$ cat config.mk
export PLATFORM = sky130hd
export DESIGN_NAME = sd_card_responder
export DESIGN_NICKNAME = d
export VERILOG_FILES = /design/src/rtl/sd_card_responder.sv
export SDC_FILE = /design/constraint.sdc
export NUM_CORES = 1
export LEC_CHECK = 0
export CAP_MARGIN = 5
export CORE_ASPECT_RATIO = 0.8
export CORE_MARGIN = 5
export CORE_UTILIZATION = 34
export DETAILED_ROUTE_END_ITERATION = 10
export GPL_ROUTABILITY_DRIVEN = 0
export PLACE_DENSITY = 0.86
export RECOVER_POWER = 25
export SYNTH_ARGS = -nofsm -noshare
export SYNTH_HDL_FRONTEND = slang
export SYNTH_SLANG_ARGS = --single-unit
$ cat constraint.sdc
create_clock -name clk -period 2.1 [get_ports clk]
set_input_delay 0.315 -clock clk [delete_from_list [all_inputs] [get_ports clk]]
set_output_delay 0.315 -clock clk [all_outputs]
set_load 0.01 [all_outputs]
$ cat src/rtl/sd_card_responder.sv
// sd_card_responder
//   Behavioural stand-in for an SD card as seen by a RAID controller. It
//   accepts one block command at a time and moves the block's 32-bit words
//   through a simple synchronous backing-memory port.
//
//   Writes are forwarded to memory combinationally in the cycle of the
//   strobe. Reads are issued in the strobe cycle, come back from memory one
//   cycle later, and are registered onto sd_out one cycle after that.
//
// Ports
//   clk            single clock, rising edge
//   n_rst          asynchronous reset, active HIGH despite the name
//   sd_start       command strobe; sd_mode / sd_block_no are sampled with it
//   sd_mode        1 = write block to card, 0 = read block from card
//   sd_block_no    target block number
//   sd_load_enable per-word transfer strobe
//   sd_in          write data word
//   sd_out         read data word (holds between completions)
//   sd_out_valid   sd_out carries a newly completed read word this cycle
//   sd_ready       idle, a start will be accepted
//   sd_error       00 ok, 01 block out of range, 10 start while busy
//   mem_addr       {block, word offset}
//   mem_wen        memory write strobe
//   mem_ren        memory read strobe
//   mem_wdata      memory write data
//   mem_rdata      memory read data, valid one cycle after mem_ren
module sd_card_responder #(
  parameter int BLOCK_WORDS = 128,
  parameter int NUM_BLOCKS  = 512
) (
  input  logic        clk,
  input  logic        n_rst,
  input  logic        sd_start,
  input  logic        sd_mode,
  input  logic [31:0] sd_block_no,
  input  logic        sd_load_enable,
  input  logic [31:0] sd_in,
  output logic [31:0] sd_out,
  output logic        sd_out_valid,
  output logic        sd_ready,
  output logic [1:0]  sd_error,
  output logic [15:0] mem_addr,
  output logic        mem_wen,
  output logic        mem_ren,
  output logic [31:0] mem_wdata,
  input  logic [31:0] mem_rdata
);

  // The word offset fills the low address bits, the block number the rest.
  localparam int OFF_W = $clog2(BLOCK_WORDS);
  localparam int BLK_W = 16 - OFF_W;
  localparam logic [OFF_W-1:0] LAST_OFF = OFF_W'(BLOCK_WORDS - 1);

  localparam logic [2:0] IDLE     = 3'd0;
  localparam logic [2:0] WRITE_RX = 3'd1;
  localparam logic [2:0] READ_TX  = 3'd2;
  localparam logic [2:0] DRAIN    = 3'd3;
  localparam logic [2:0] REJECT   = 3'd4;

  logic [2:0]       state_reg, state_next;
  logic [OFF_W-1:0] offset_reg, offset_next;
  logic [BLK_W-1:0] block_reg, block_next;
  logic [1:0]       error_reg, error_next;
  logic             rd_pend_reg;
  logic [31:0]      sd_out_reg;
  logic             sd_out_valid_reg;

  logic in_range;
  logic wr_strobe;
  logic rd_strobe;

  // Whole 32-bit compare, so huge block numbers are rejected rather than
  // aliased onto a low block by truncation.
  assign in_range  = sd_block_no < 32'(NUM_BLOCKS);

  // Memory strobes are qualified by state, so sd_load_enable has no effect
  // in IDLE, DRAIN and REJECT. The two states are exclusive, which also
  // keeps mem_wen and mem_ren from ever being high together.
  assign wr_strobe = (state_reg == WRITE_RX) && sd_load_enable;
  assign rd_strobe = (state_reg == READ_TX)  && sd_load_enable;

  always_comb begin
    state_next  = state_reg;
    offset_next = offset_reg;
    block_next  = block_reg;
    error_next  = error_reg;

    case (state_reg)
      IDLE: begin
        if (sd_start) begin
          if (in_range) begin
            block_next  = sd_block_no[BLK_W-1:0];
            offset_next = '0;
            error_next  = 2'b00;
            state_next  = sd_mode ? WRITE_RX : READ_TX;
          end else begin
            error_next  = 2'b01;
            state_next  = REJECT;
          end
        end
      end
      WRITE_RX: begin
        if (sd_load_enable) begin
          offset_next = offset_reg + 1'b1;  // wraps to 0 after the last word
          if (offset_reg == LAST_OFF) state_next = IDLE;
        end
      end
      READ_TX: begin
        if (sd_load_enable) begin
          offset_next = offset_reg + 1'b1;
          if (offset_reg == LAST_OFF) state_next = DRAIN;
        end
      end
      // The last read's data is in mem_rdata during this cycle and is
      // captured onto sd_out on the same edge that returns to IDLE.
      DRAIN:   state_next = IDLE;
      REJECT:  state_next = IDLE;
      default: state_next = IDLE;
    endcase

    // A start outside IDLE never changes the transfer; it is only flagged.
    if (sd_start && (state_reg != IDLE)) error_next = 2'b10;
  end

  always_ff @(posedge clk or posedge n_rst) begin
    if (n_rst) begin
      state_reg        <= IDLE;
      offset_reg       <= '0;
      block_reg        <= '0;
      error_reg        <= 2'b00;
      rd_pend_reg      <= 1'b0;
      sd_out_reg       <= '0;
      sd_out_valid_reg <= 1'b0;
    end else begin
      state_reg        <= state_next;
      offset_reg       <= offset_next;
      block_reg        <= block_next;
      error_reg        <= error_next;
      // Read pipeline: stage 1 marks the cycle mem_rdata is valid, stage 2
      // presents that word on sd_out.
      rd_pend_reg      <= rd_strobe;
      sd_out_valid_reg <= rd_pend_reg;
      if (rd_pend_reg) sd_out_reg <= mem_rdata;
    end
  end

  assign sd_ready     = (state_reg == IDLE);
  assign sd_error     = error_reg;
  assign sd_out       = sd_out_reg;
  assign sd_out_valid = sd_out_valid_reg;
  assign mem_addr     = {block_reg, offset_reg};
  assign mem_wen      = wr_strobe;
  assign mem_ren      = rd_strobe;
  assign mem_wdata    = sd_in;

endmodule

# ---- Yosys cells after proc, flatten, opt, wreduce, memory -nomap -nowiden
# Cells that the tools add are included.
dict set report word_totals {
  register_bits 55
  latch_bits 0
  ramBits 0
  romBits 0
  in_bits 101
  out_inout_bits 86
  elab_cells 48
  n_memories 0
}
dict set report classes {
  add_sub_neg 1
  n_mul 0
  div_mod_pow 0
  magnitude_cmp 1
  eq_ne 10
  n_shift 0
  muxes 16
  bitwise_logic 0
  reduce_logical 13
}
# operator count
set op_table {}
lappend op_table {{$lt A32 B10 Y1 const B} 1}
lappend op_table {{$mux W7} 3}
lappend op_table {{$mux W3} 6}
lappend op_table {{$pmux W7 S2} 1}
lappend op_table {{$pmux W3 S3} 1}
lappend op_table {{$mux W2} 4}
lappend op_table {{$ne A2 B1 Y1 const B} 4}
lappend op_table {{$add A7 B1 Y7 const B} 1}
lappend op_table {{$eq A7 B7 Y1 const B} 1}
lappend op_table {{$ne A2 B2 Y1 const B} 3}
lappend op_table {{$reduce_bool A2 Y1} 3}
lappend op_table {{$reduce_and A5 Y1} 1}
lappend op_table {{$reduce_and A4 Y1} 1}
lappend op_table {{$eq A3 B1 Y1 const B} 1}
lappend op_table {{$eq A3 B2 Y1 const B} 1}
lappend op_table {{$logic_and A1 B1 Y1} 3}
lappend op_table {{$logic_not A3 Y1} 1}
lappend op_table {{$reduce_and A3 Y1} 1}
lappend op_table {{$reduce_bool A3 Y1} 1}
lappend op_table {{$reduce_and A2 Y1} 1}
lappend op_table {{$reduce_or A2 Y1} 1}
lappend op_table {{$mux W1} 1}

# ---- Logic depth before layout (Yosys ltp)
dict set report logic_depth {
  depth_word 5
  depth_mapped 7
  depth_no_buf 5
}

# ---- Least setup slack after synthesis
# Ideal clock, no wire load.
dict set report synth_path {
  kind {reg-to-reg}
  from {register state_reg[2]}
  to {register block_reg[0]}
  setup_ps 125
  arrival_ps 1786
  t_required_ps 1975
  slack_ps 189
  stages_incl_launch_ff 8
  path_buffers 2
  synth_period_minus_slack_ps 1911
  path_cell_list {dfrtp_1 > buf_2 > or3_1 > inv_1 > nand2_1 > nor3_2 > buf_4 > mux2_2}
}
dict set report synth_via {
  elab_chain_len 2
}
# element line
set synth_rtl {}
lappend synth_rtl {{from (decl)} 60} ;# logic [2:0] state_reg, state_next;
lappend synth_rtl {{from (signal assigned)} 135} ;# state_reg <= state_next;
lappend synth_rtl {{$logic_not A3 Y1} n/a}
lappend synth_rtl {{net sd_ready} 40} ;# output logic sd_ready,
lappend synth_rtl {{$reduce_and A3 Y1 (no source line)} n/a}
lappend synth_rtl {{to (signal assigned)} 137} ;# block_reg <= block_next;
lappend synth_rtl {{to (decl)} 62} ;# logic [BLK_W-1:0] block_reg, block_next;
# The timed path passes the listed nets, and every way through them passes these cells.
# A chain may end at the register's enable or synchronous reset.

# ---- Worst setup path after layout
dict set report layout_path {
  from {register state_reg[0]}
  to {register block_reg[0]}
}
dict set report layout_via {
  elab_chain_len 2
}
# element line
set layout_rtl {}
lappend layout_rtl {{$logic_not A3 Y1} 88} ;# case (state_reg)
lappend layout_rtl {{$reduce_and A3 Y1 (no source line)} n/a}
# No other way between the ends.

==> impl_metrics.yaml <==
outcome:
  status: "finished, final reports clean"
layout:
  drive_gt1_share_pct: 21.78
  area_overhead_vs_synth_pct: 51.50
  fin_util_pct: 52.08
  layoutNonFillerInstCount: 393
  insertedDiodeCount: 0
  number_of_flip_flops_in_the_largest_register: 32
  nNetsFinal: 404
critical_path:
  worstReg2RegStart: "state_reg[0]"
  worstSetupPathType: "flop to flop"
  critical-path-slowest-cell: "dfrtp_1"
  critPathCaptureType: "flop"
  timing.critical_path.to: "block_reg[0]"
  worst_ep_arrival_time_ns: 2.10
  worstPathCellList: "or3_1, inv_1, nand2_1, nor3_2, buf_4, mux2_2"
  cp_max_fo: 12
  critPathRequiredTime_ns: 2.29
  reg2regPathDepth: 6
  ff2ff_setup_slack_ns: 0.19
  start_kind: "flop"
  setup.worst_path.start: "state_reg[0]"
  critPathMaxStageDelay_ns: 0.44
  r2r_endpoint: "block_reg[0]"
grt:
  grt.overflow.total: 0
  vias_in_the_first_global_route: 2087
  wire_length_of_the_first_global_routing_pass_um: 10310
  grt_usage_pct: 13.95
  grt_max_degree: 56
  antenna_found_initial: 0
sta:
  timing_max_transition_violations_final: 0
  max_freq_mhz: 523.6
  setup_violations: 0
  timing.final.crit_period_ns: 1.910
  final_hold_viol_count: 0
  fin_setup_tns_ns: 0
  rsz0062_at_grt: "false"
  timing.clock.skew_ns: 0.005412
  layout_worst_path_cycle_share_pct: 90.94
  tightest_slew_ns: 1.343
  max-slew-margin-rel_pct: 10.44
job:
  number_of_maximum_capacitance_constraint_violations: 0
synthesis:
  mappedNetlistArea_um2: 2505
  synth_sequential_area_ratio_pct: 54.95
  yosys-top-cells-count: "dfrtp_1 (55), mux2_2 (41), buf_4 (33)"
  synthDominantCellAreaShare_pct: 54.95
  synth_enable_flop_cells: 0
  post-synth-top-area-cell: "dfrtp_1"
  post_synthesis_xor_xnor_area_fraction_pct: 1.049
  top_cells_by_area_synth: "dfrtp_1 (55%), mux2_2 (18%), buf_4 (9.9%)"
  synth.distinct_cells: 33
  avgSynthCellArea_um2: 12.59
  net_count_after_synthesis: 301
  synthArstFlopShare_pct: 100.0
  yosys-mux-area-fraction_pct: 19.23
  combinational_family_with_the_most_area_after_synthesis: "multiplexers"
  ys_seq_elements: 55
  synth-warning-count: 0
  synth_ff_type: "dfrtp_1"
  synth.most_common_cell: "dfrtp_1"
  synthesis.instances: 199
  synth-compound-area-share_pct: 4.545
  adder_cell_area_share_of_the_yosys_netlist_pct: 0.4995
  synth_simple_gate_area_share_pct: 8.142
cts:
  cts.root.buffer_cell: "clkbuf_8"
  cts_num_sinks: 55
  cts_buffers: 5
  htree_num_levels: 2
  clk_path_buf_depth: 2
  ctsHoldBuffers: 0
  clkTransAtPathRegs_ns: 0.09
  cts_tree: "done"
  insertion_delay_ns: 0.30
pwr:
  max-vdd-ir-drop_mv: 0.4693
  pwrdens_nw_per_um2: 651.9
  total_leakage_power_uw: 0.001680
  p_total_uw: 2474
die:
  die_width_um: 106.0
  start_util_pct: 34.37
  ioPinCount: 187
  core-area_um2: 7287
  row_count: 28
  floorplan.die_area_um2: 9195
  die_height_um: 86.77
min_path:
  min-delay-path-class: "flop to flop"
  worst_hold_startpoint: "sd_error[1]"
  worstHoldPathCells: 1
placement:
  dp_hpwl_um: 4832
  port_bufs: 122
  place_inst: 383
routing:
  dr.first_iter.drc_count: 81
  avgRoutedWirePerCell_um: 15.92
  drc_viols: 0
  post_dr_vias_cell: 4.807
  wirelength_um: 6258
  post_route_met1_wirelength_um: 2554
  final_antenna_net_count: 0
  detailroute.wirelength.met2_um: 3097
  dr_wl_met3_um: 499
  dr.pass1.iters: 4
  vias: 1889
  top_layer: "met4"
per-stage QoR:
| step | setup slack, ns | area (um^2) | hold slack [ns] |
|---|---|---|---|
| after floorplan | 0.1887 | 2505 | 0.3519 |
| after global placement | -0.01978 | 3659 | 0.4879 |
| after detailed placement | -0.09544 | 3659 | 0.4867 |
| after CTS | 0.01318 | 3805 | 0.3841 |
| after global routing | 0.04074 | 3795 | 0.5345 |
| final | 0.1903 | 3795 | 0.5059 |
what timing repair did:
item / in CTS / in global routing
gates resized for setup: 3 / 2
hold endpoints to repair: 0 / 0
endpoints found under the setup margin: 2 / 1
setup buffers: 2 / 0
cells in the final DEF (no fill, tap or decap), types with 2 or more instances in the layout:
cell type	instances
clkdlybuf4s50_1	119
dfrtp_1	54
mux2_2	41
buf_4	11
nor4_1	8
nor2_1	7
nand2_1	6
inv_1	5
clkbuf_8	5
nand3_1	4
nor3_1	3
or3_1	3
xnor2_1	3
o31ai_1	3
mux2i_1	2
a31oi_1	2
a21oi_1	2
bufinv_16	2
dlygate4sd2_1	2
final cells by class:
type | instances | area (um^2)
clock buffers | 6 | 72.57
clock inverters | 2 | 60.06
fillers | 635 | 3492
inverters | 6 | 22.52
multi-input cells | 100 | 840.8
flip-flops and latches | 55 | 1378
well taps | 90 | 112.6
repair buffers | 134 | 1309
per-layer routing:
| metal | track usage (%) | vias up |
|---|---|---|
| met4 | 4.471 | 0 |
| li1 | - | 871 |
| met2 | 23.84 | 93 |
| met3 | 5.287 | 18 |
| met1 | 16.37 | 907 |
| met5 | 0 | - |
power breakdown:
group | internal [uW] | switching (uW)
logic | 282 | 179
registers | 1120 | 81.2
clock network | 477 | 333
total | 1880 | 594
critical path: cells and delay by family (launching register included):
family        cells  cell delay, ns
simple gates      3            0.72
buf+inv           2            0.29
mux               1            0.35
flops             1            0.44
logic make-up (layout without fill, tap and decap cells):
| group | Yosys count | after routing |
|---|---|---|
| mux | 43 | 43 |
| simple gates | 38 | 38 |
| buf+inv | 44 | 148 |
| fa+ha+maj | 1 | 1 |
| compound gates | 15 | 15 |
| flops | 55 | 55 |
| xor+xnor | 3 | 3 |
worst min-delay path by stage:
stage                         endpoint  slack [ns]
final                      sd_error[1]        0.51
after floorplan           sd_out_valid        0.35
after global routing       sd_error[1]        0.53
after global placement       sd_out[3]        0.49
after detailed placement   sd_error[1]        0.49
after CTS                    sd_out[3]        0.38
Power figures use the tool's default switching activity.
